$ cat src/rtl/instr_sequencer.sv
// Multi-cycle instruction sequencer: fetches 16-bit instructions, stages operands
// for an external ALU, and writes results back to two accumulators or data memory.
module instr_sequencer (
  input  logic        iClock,
  input  logic        iReset,
  output logic [9:0]  oInstAddr,
  output logic        oInstReq,
  input  logic        iInstValid,
  input  logic [15:0] iInstData,
  output logic [7:0]  oDataAddr,
  input  logic [7:0]  iDataRd,
  output logic [7:0]  oDataWr,
  output logic        oDataWe,
  output logic [7:0]  oAluOper1,
  output logic [7:0]  oAluOper2,
  output logic [5:0]  oAluInstSel,
  input  logic [7:0]  iAluData,
  input  logic        iBranchTaken,
  output logic [7:0]  oAccA,
  output logic [7:0]  oAccB
);

  localparam logic [5:0] OP_LDA   = 6'h01;
  localparam logic [5:0] OP_LDB   = 6'h02;
  localparam logic [5:0] OP_LDCA  = 6'h03;
  localparam logic [5:0] OP_LDCB  = 6'h04;
  localparam logic [5:0] OP_STA   = 6'h05;
  localparam logic [5:0] OP_STB   = 6'h06;
  localparam logic [5:0] OP_ADDA  = 6'h07;
  localparam logic [5:0] OP_ADDB  = 6'h08;
  localparam logic [5:0] OP_ADDCA = 6'h09;
  localparam logic [5:0] OP_ADDCB = 6'h0A;
  localparam logic [5:0] OP_SUBA  = 6'h0B;
  localparam logic [5:0] OP_SUBB  = 6'h0C;
  localparam logic [5:0] OP_SUBCA = 6'h0D;
  localparam logic [5:0] OP_SUBCB = 6'h0E;
  localparam logic [5:0] OP_ANDA  = 6'h0F;
  localparam logic [5:0] OP_ANDB  = 6'h10;
  localparam logic [5:0] OP_ANDCA = 6'h11;
  localparam logic [5:0] OP_ANDCB = 6'h12;
  localparam logic [5:0] OP_ORA   = 6'h13;
  localparam logic [5:0] OP_ORB   = 6'h14;
  localparam logic [5:0] OP_ORCA  = 6'h15;
  localparam logic [5:0] OP_ORCB  = 6'h16;
  localparam logic [5:0] OP_ASLA  = 6'h17;
  localparam logic [5:0] OP_ASRA  = 6'h18;
  localparam logic [5:0] OP_JMP   = 6'h19;
  localparam logic [5:0] OP_BAEQ  = 6'h1A;
  localparam logic [5:0] OP_BANE  = 6'h1B;
  localparam logic [5:0] OP_BACS  = 6'h1C;
  localparam logic [5:0] OP_BACC  = 6'h1D;

  typedef enum logic [2:0] {S_FETCH, S_DECODE, S_OPER, S_EXEC, S_WB} state_t;
  typedef enum logic [2:0] {SRC_ZERO, SRC_MEM, SRC_IMM, SRC_AB, SRC_A_IMM, SRC_IMM_B} src_t;

  state_t      state;
  logic [15:0] ir;
  logic [9:0]  pc;
  logic [7:0]  acc_a, acc_b;
  logic [7:0]  oper1, oper2;
  logic [5:0]  sel;
  logic [7:0]  alu_q;
  logic        branch_q;
  logic        inst_req;
  logic [7:0]  data_addr, data_wr;
  logic        data_we;

  logic [5:0]  opcode;
  logic [7:0]  imm;
  src_t        src;
  logic        wr_a, wr_b, is_store, is_jump;
  logic [7:0]  next_oper1, next_oper2;

  assign opcode = ir[15:10];
  assign imm    = ir[7:0];

  // NOTE: every combinational output gets a default first so no path leaves it unassigned (no latches).
  always_comb begin
    src      = SRC_ZERO;
    wr_a     = 1'b0;
    wr_b     = 1'b0;
    is_store = 1'b0;
    is_jump  = 1'b0;
    case (opcode)
      OP_LDA:  begin src = SRC_MEM; wr_a = 1'b1; end
      OP_LDB:  begin src = SRC_MEM; wr_b = 1'b1; end
      OP_LDCA: begin src = SRC_IMM; wr_a = 1'b1; end
      OP_LDCB: begin src = SRC_IMM; wr_b = 1'b1; end
      OP_STA, OP_STB: begin src = SRC_AB; is_store = 1'b1; end
      OP_ADDA, OP_SUBA, OP_ANDA, OP_ORA, OP_ASLA, OP_ASRA:
        begin src = SRC_AB; wr_a = 1'b1; end
      OP_ADDB, OP_SUBB, OP_ANDB, OP_ORB:
        begin src = SRC_AB; wr_b = 1'b1; end
      OP_ADDCA, OP_SUBCA, OP_ANDCA, OP_ORCA:
        begin src = SRC_A_IMM; wr_a = 1'b1; end
      OP_ADDCB, OP_SUBCB, OP_ANDCB, OP_ORCB:
        begin src = SRC_IMM_B; wr_b = 1'b1; end
      OP_JMP, OP_BAEQ, OP_BANE, OP_BACS, OP_BACC: is_jump = 1'b1;
      default: ;  // unknown opcodes fall through as NOPs with zero operands
    endcase
  end

  always_comb begin
    next_oper1 = 8'h00;
    next_oper2 = 8'h00;
    case (src)
      SRC_MEM:   begin next_oper1 = iDataRd; next_oper2 = iDataRd; end
      SRC_IMM:   begin next_oper1 = imm;     next_oper2 = imm;     end
      SRC_AB:    begin next_oper1 = acc_a;   next_oper2 = acc_b;   end
      SRC_A_IMM: begin next_oper1 = acc_a;   next_oper2 = imm;     end
      SRC_IMM_B: begin next_oper1 = imm;     next_oper2 = acc_b;   end
      default:   ;
    endcase
  end

  // NOTE: sequential state uses non-blocking assignments so every register samples pre-edge values.
  always_ff @(posedge iClock or posedge iReset) begin
    if (iReset) begin
      state     <= S_FETCH;
      ir        <= 16'h0000;
      pc        <= 10'd0;
      acc_a     <= 8'h00;
      acc_b     <= 8'h00;
      oper1     <= 8'h00;
      oper2     <= 8'h00;
      sel       <= 6'h00;
      alu_q     <= 8'h00;
      branch_q  <= 1'b0;
      inst_req  <= 1'b1;
      data_addr <= 8'h00;
      data_wr   <= 8'h00;
      data_we   <= 1'b0;
    end else begin
      case (state)
        S_FETCH: if (iInstValid) begin
          ir        <= iInstData;
          data_addr <= iInstData[7:0];
          inst_req  <= 1'b0;
          state     <= S_DECODE;
        end
        S_DECODE: state <= S_OPER;
        S_OPER: begin
          oper1 <= next_oper1;
          oper2 <= next_oper2;
          sel   <= opcode;
          state <= S_EXEC;
        end
        S_EXEC: begin
          alu_q    <= iAluData;
          branch_q <= iBranchTaken;
          // the store strobe is raised here so it is high for exactly the WB cycle
          if (is_store) begin
            data_we <= 1'b1;
            data_wr <= iAluData;
          end
          state <= S_WB;
        end
        S_WB: begin
          data_we <= 1'b0;
          if (wr_a) acc_a <= alu_q;
          if (wr_b) acc_b <= alu_q;
          pc       <= (is_jump && branch_q) ? ir[9:0] : pc + 10'd1;
          inst_req <= 1'b1;
          state    <= S_FETCH;
        end
        default: state <= S_FETCH;
      endcase
    end
  end

  assign oInstAddr   = pc;
  assign oInstReq    = inst_req;
  assign oDataAddr   = data_addr;
  assign oDataWr     = data_wr;
  assign oDataWe     = data_we;
  assign oAluOper1   = oper1;
  assign oAluOper2   = oper2;
  assign oAluInstSel = sel;
  assign oAccA       = acc_a;
  assign oAccB       = acc_b;

endmodule

$ cat config.mk
export PLATFORM = sky130hd
export DESIGN_NAME = instr_sequencer
export DESIGN_NICKNAME = d
export VERILOG_FILES = /design/src/rtl/instr_sequencer.sv
export SDC_FILE = /design/constraint.sdc
export NUM_CORES = 1
export LEC_CHECK = 0
export ABC_AREA = 1
export BUFFER_PORTS_ARGS = -buffer_cell sky130_fd_sc_hd__buf_2
export CORE_MARGIN = 2
export CORE_UTILIZATION = 48
export CTS_CLUSTER_DIAMETER = 30
export CTS_CLUSTER_SIZE = 40
export DETAILED_ROUTE_END_ITERATION = 6
export GPL_TIMING_DRIVEN = 0
export PLACE_DENSITY = 0.76
export SYNTH_ARGS = -nofsm -noshare
export SYNTH_HDL_FRONTEND = slang
export SYNTH_SLANG_ARGS = --single-unit
$ cat constraint.sdc
create_clock -name iClock -period 2.6 [get_ports iClock]
set_input_delay 0.39 -clock iClock [delete_from_list [all_inputs] [get_ports iClock]]
set_output_delay 0.39 -clock iClock [all_outputs]
set_load 0.01 [all_outputs]
* After elaboration in Yosys (flattened, before gate mapping)
Index checks and enable logic that the tools add are counted.
** Word-level totals
- Bits in registers :: 94
- Input port bits :: 36
- Word-level logic and storage cells :: 92
** Cells by class
- Add/subtract/negate cells :: 1
- Eq/ne operators :: 40
- Mux-type cells :: 14
- Reduce and logical (&&, ||, !) cells :: 23
** Operator list (count)
- $eq A6 B5 Y1 const B :: 14
- $eq A6 B4 Y1 const B :: 8
- $pmux W8 S3 :: 2
- $eq A6 B3 Y1 const B :: 4
- $reduce_or A12 Y1 :: 2
- $pmux W3 S5 :: 1
- $reduce_or A2 Y1 :: 7
- $eq A3 B2 Y1 const B :: 4
- $eq A6 B2 Y1 const B :: 2
- $pmux W3 S4 :: 1
- $reduce_and A2 Y1 :: 6
- $add A10 B1 Y10 const B :: 1
- $mux W10 :: 1
- $reduce_or A10 Y1 :: 1
- $eq A3 B3 Y1 const B :: 3
- $reduce_or A4 Y1 :: 2
- $eq A3 B1 Y1 const B :: 2
- $eq A6 B1 Y1 const B :: 1
- $mux W1 :: 6
- $reduce_or A5 Y1 :: 1
- $ne A2 B2 Y1 const B :: 2
- $pmux W1 S2 :: 2
- $reduce_bool A2 Y1 :: 2
- $logic_not A3 Y1 :: 1
- 2 further kinds :: 2

* Depth between registers and ports, before layout
- Word-level depth :: 6
- Mapped depth :: 10

* Worst setup path after synthesis
OpenSTA, ideal clock, no wires.
- Kind :: reg2reg
- Start :: register ir[15]
- End :: register acc_a[0] (netlist: oAccA[0])
- Arrival :: 1395 ps
- Data required time :: 2482 ps
- Slack :: 1087 ps
- Stages on the path, launching flop included :: 10
- Buffers on the path :: 1
- Clock period less this slack :: 1513 ps
- Cells stage by stage :: dfrtp_1 nor2_4 nand2_2 o21ai_2 nand2_2 o211ai_2 nand2_4 buf_6 nand2_2 o21ai_2
** Between the ends
- Cells in the longest elaborated chain, start to end :: 4
** Ends and longest elaborated chain
- start: declaration :: RTL line 57 : logic [15:0] ir;
- start signal: assignment :: RTL line 136 : ir <= iInstData;
- $eq A6 B4 Y1 (tied with other cells) :: RTL line 84 : case (opcode)
- $reduce_or A12 Y1 (no line) (*)
- $mux W1 (*) :: RTL line 84
- $reduce_and A2 Y1 (no line) (*)
- end signal: assignment :: RTL line 160 : if (wr_a) acc_a <= alu_q;
- end: declaration :: RTL line 59 : logic [7:0] acc_a, acc_b;
Mark *: on every way between the ends. The rest lies on a longest branch, timed or not.
A chain may end at the register's enable or synchronous reset.

* Final worst setup path
- Start :: register state[2]
- End :: register ir[2]
** Between the ends
- Cells in the longest elaborated chain, start to end :: 2
** Ends and longest elaborated chain
- start: declaration :: RTL line 56 : state_t state;
- start signal: assignment :: RTL line 119 : state <= S_FETCH;
- start signal: assignment :: RTL line 139 : state <= S_DECODE;
- start signal: assignment :: RTL line 141 : S_DECODE: state <= S_OPER;
- $logic_not A3 Y1 :: RTL line 134 : case (state)
- $reduce_and A2 Y1 (no line)
Every way passes these cells.

==> impl_metrics.json <==
{
  "outcome": "finished, final reports clean",
  "numCtsBuffers": 9,
  "syn_to_final_growth_pct": 21.9,
  "synth_top_area_share_pct": 51.8,
  "track_usage_pct": 22.7,
  "ys_warn_count": 0,
  "cts_tree": "yes",
  "h-tree-depth": 3,
  "die-area_mm2": 0.00930,
  "insertion_delay_ns": 0.36,
  "fin_cells": 693,
  "place_hpwl_mm": 7.68,
  "ys_seq_area_share_pct": 52.5,
  "io_pins": 102,
  "crit_type": "flop to flop",
  "r2r.worst_path.cells": 6,
  "drc_errors": 0,
  "grt_pass1_vias": 3480,
  "clk_pin_slew_ns": 0.09,
  "initial_core_util_pct": 49.7,
  "p_int_mw": 3.49,
  "setup_viol": 0,
  "crit_chain": "nor2_1 > inv_1 > nor3_1 > clkbuf_1 > nand2_1 > nand2_1",
  "crit_arrival_ns": 2.17,
  "fin_ws_ns": 0.725,
  "cp-startpoint": "state[2]",
  "syn_area_per_cell_um2": 8.77,
  "dpl_cell_area_mm2": 0.00478,
  "utilization_pct": 60.5,
  "fin_hold_ws_ns": 0.236,
  "rrSetupSlack_ns": 0.72,
  "cp_common_cell": "nand2_1",
  "reg2reg_from": "state[2]",
  "ys_top_cells_by_area": "dfrtp_1, nand2_1, nand3_1",
  "timing.final.crit_share_pct": 72.1,
  "syn_area_mm2": 0.00410,
  "postLayoutCellArea_mm2": 0.00500,
  "hold_class": "input pin to flop",
  "wl_mm": 10.2,
  "n_antenna_cell": 0,
  "cts_setup_buffers": 0,
  "totalPowerFinal_mw": 6.26,
  "first_iter_violations": 260,
  "gr-total-overflow": 0,
  "p_comb_share_pct": 44.7,
  "ant_nets": 0,
  "p_leak_nw": 2.67,
  "antenna_found_initial": 0,
  "timing.rr.end": "ir[2]",
  "die_w_um": 96.5,
  "cap_viol_max_count": 0,
  "routedWlPerCell_um": 14.7,
  "rsz0062_at_grt": "false",
  "vdd_drop_max_mv": 0.625,
  "seq_power_share_pct": 39.8,
  "worstHoldStart": "iInstData[14]",
  "drt-pass1-iter-count": 7,
  "dp_cells": 676,
  "fin_worst_skew_ns": 0.0109,
  "grt_pass1_wl_mm": 16.1,
  "cp_max_fo": 10,
  "vias_per_cell": 5.23,
  "globalplace.congestion": 0.960,
  "ys_ff_latch": 86,
  "syn-instance-count": 468,
  "tns_ns": 0,
  "root_buffer": "clkbuf_8",
  "finalCriticalPeriod_ns": 1.88,
  "clock-sinks": 86,
  "slowest_delay_ns": 0.56,
  "crit_path_start_kind": "flop",
  "rows": 33,
  "whs_path_depth": 3,
  "cts_max_path_buffers": 2,
  "vias": 3625,
  "fp.dieH_um": 96.5,
  "port_buffers": 101,
  "final-hold-violation-count": 0,
  "fmax_mhz": 533,
  "pre_cts_slack_ns": 0.774,
  "timing.slew.headroom_pct": 52.1,
  "yosysUniqueCellTypes": 33,
  "cp-end-kind": "flop",
  "p_switching_mw": 2.77,
  "powerDensity_mw_per_mm2": 1250,
  "nets": 620,
  "holdPathEnd": "ir[14]",
  "drive_gt1_share_pct": 31.0,
  "worst_slew_pin_slew_ns": 0.713,
  "slew_viol_final": 0,
  "cp_data_required_time_ns": 2.89,
  "grt_max_degree": 44,
  "yosys.area.top_type": "dfrtp_1",
  "p_sw_share_pct": 44.2,
  "synth_nets": 505,
  "core_area_mm2": 0.00826,
  "p_clk_share_pct": 15.5,
  "cp_slowest_cell": "nor3_1"
}
-- critical path: cells and delay by family, from the launching register on --
family | cells | cell delay, ns
flip-flops | 1 | 0.43
buffers and inverters | 2 | 0.52
AND/OR/NAND/NOR | 4 | 0.87
-- registers in the layout (all words and copies together) (netlist names) --
signal	cells
ir	16
branch_q	1
oAluInstSel	6
oAluOper2	8
oAccB	8
oAccA	8
oDataWe	1
oInstReq	1
oDataWr	8
alu_q	8
state	3
oInstAddr	10
oAluOper1	8
-- kinds of logic after synthesis --
group / share of synthesized area (%)
AO/OA/AOI/OAI: 10.4
flip-flops: 52.5
XOR/XNOR: 0.427
buffers and inverters: 6.40
AND/OR/NAND/NOR: 27.5
multiplexers: 2.47
adder cells (fa/ha/maj): 0.305
-- repair_timing --
action                    4_1_cts  5_1_grt
gates resized for setup         0        0
hold buffers                    1        0
hold endpoints to repair        3        0
-- metal layers --
layer | wire length [um] | global-route usage, % | vias up
li1 | - | - | 1745
met1 | 4450 | 29.7 | 1693
met2 | 4730 | 36.8 | 160
met5 | 0 | 0 | -
met4 | 218 | 8.80 | 0
met3 | 757 | 5.35 | 27
-- power groups by stage --
stage / Combinational [mW] / Clock, mW / Sequential (mW)
2_1_floorplan: 1.75 / 0 / 2.55
3_3_place_gp: 2.71 / 0 / 2.47
3_5_place_dp: 2.81 / 0 / 2.50
4_1_cts: 2.82 / 0.984 / 2.48
5_1_grt: 3.17 / 1.03 / 2.55
6_report: 2.80 / 0.969 / 2.49
-- cell usage after synthesis --
library cell and count:
o21ai_2 15, mux2_1 8, nor2_2 6, o211ai_1 2, nand3_1 50, buf_6 4, a21oi_1 12, o22ai_1 2
clkbuf_1 6, nand2_2 5, o21ai_0 26, nor2_4 5, nor3_1 3, dfstp_2 1, nand2_4 3, o21bai_1 1
mux2_2 1, nand4_1 2, ha_1 1, nand3_4 1, o211ai_2 1, buf_2 3, inv_2 5, nand3_2 3
dfrtp_1 85, o21ai_1 8, buf_4 8, nor3b_1 1, xnor2_1 2, a21oi_4 1, nor2_1 12, inv_1 27
nand2_1 158
-- layout make-up --
type                            count  area [um2]
Multi-Input combinational cell    329        1690
Sequential cell                    86        2150
Clock buffer                       10         138
Tap cell                          105         131
Inverter                           32         124
Clock inverter                      6        68.8
Buffer                             21         143
Timing Repair Buffer              104         556
Fill cell                         740        3260
-- worst max path at each step --
stage                     to
finish                 ir[2]
detailed placement     ir[2]
global placement       ir[0]
global route           ir[3]
floorplan           oAccA[0]
CTS                    ir[2]
-- cells in the final DEF (no fill, tap or decap), types with 6 or more instances in the layout --
master	netlist	layout
clkbuf_1	6	6
mux2_1	8	8
o21ai_1	8	8
o21ai_0	26	26
a21oi_1	12	12
buf_2	3	104
nor2_2	6	6
inv_1	27	26
buf_4	8	8
clkbuf_8	0	10
nor2_1	12	12
nand2_1	158	158
o21ai_2	15	15
nand3_1	50	50
dfrtp_1	85	85
(Power assumes the default switching activity.)
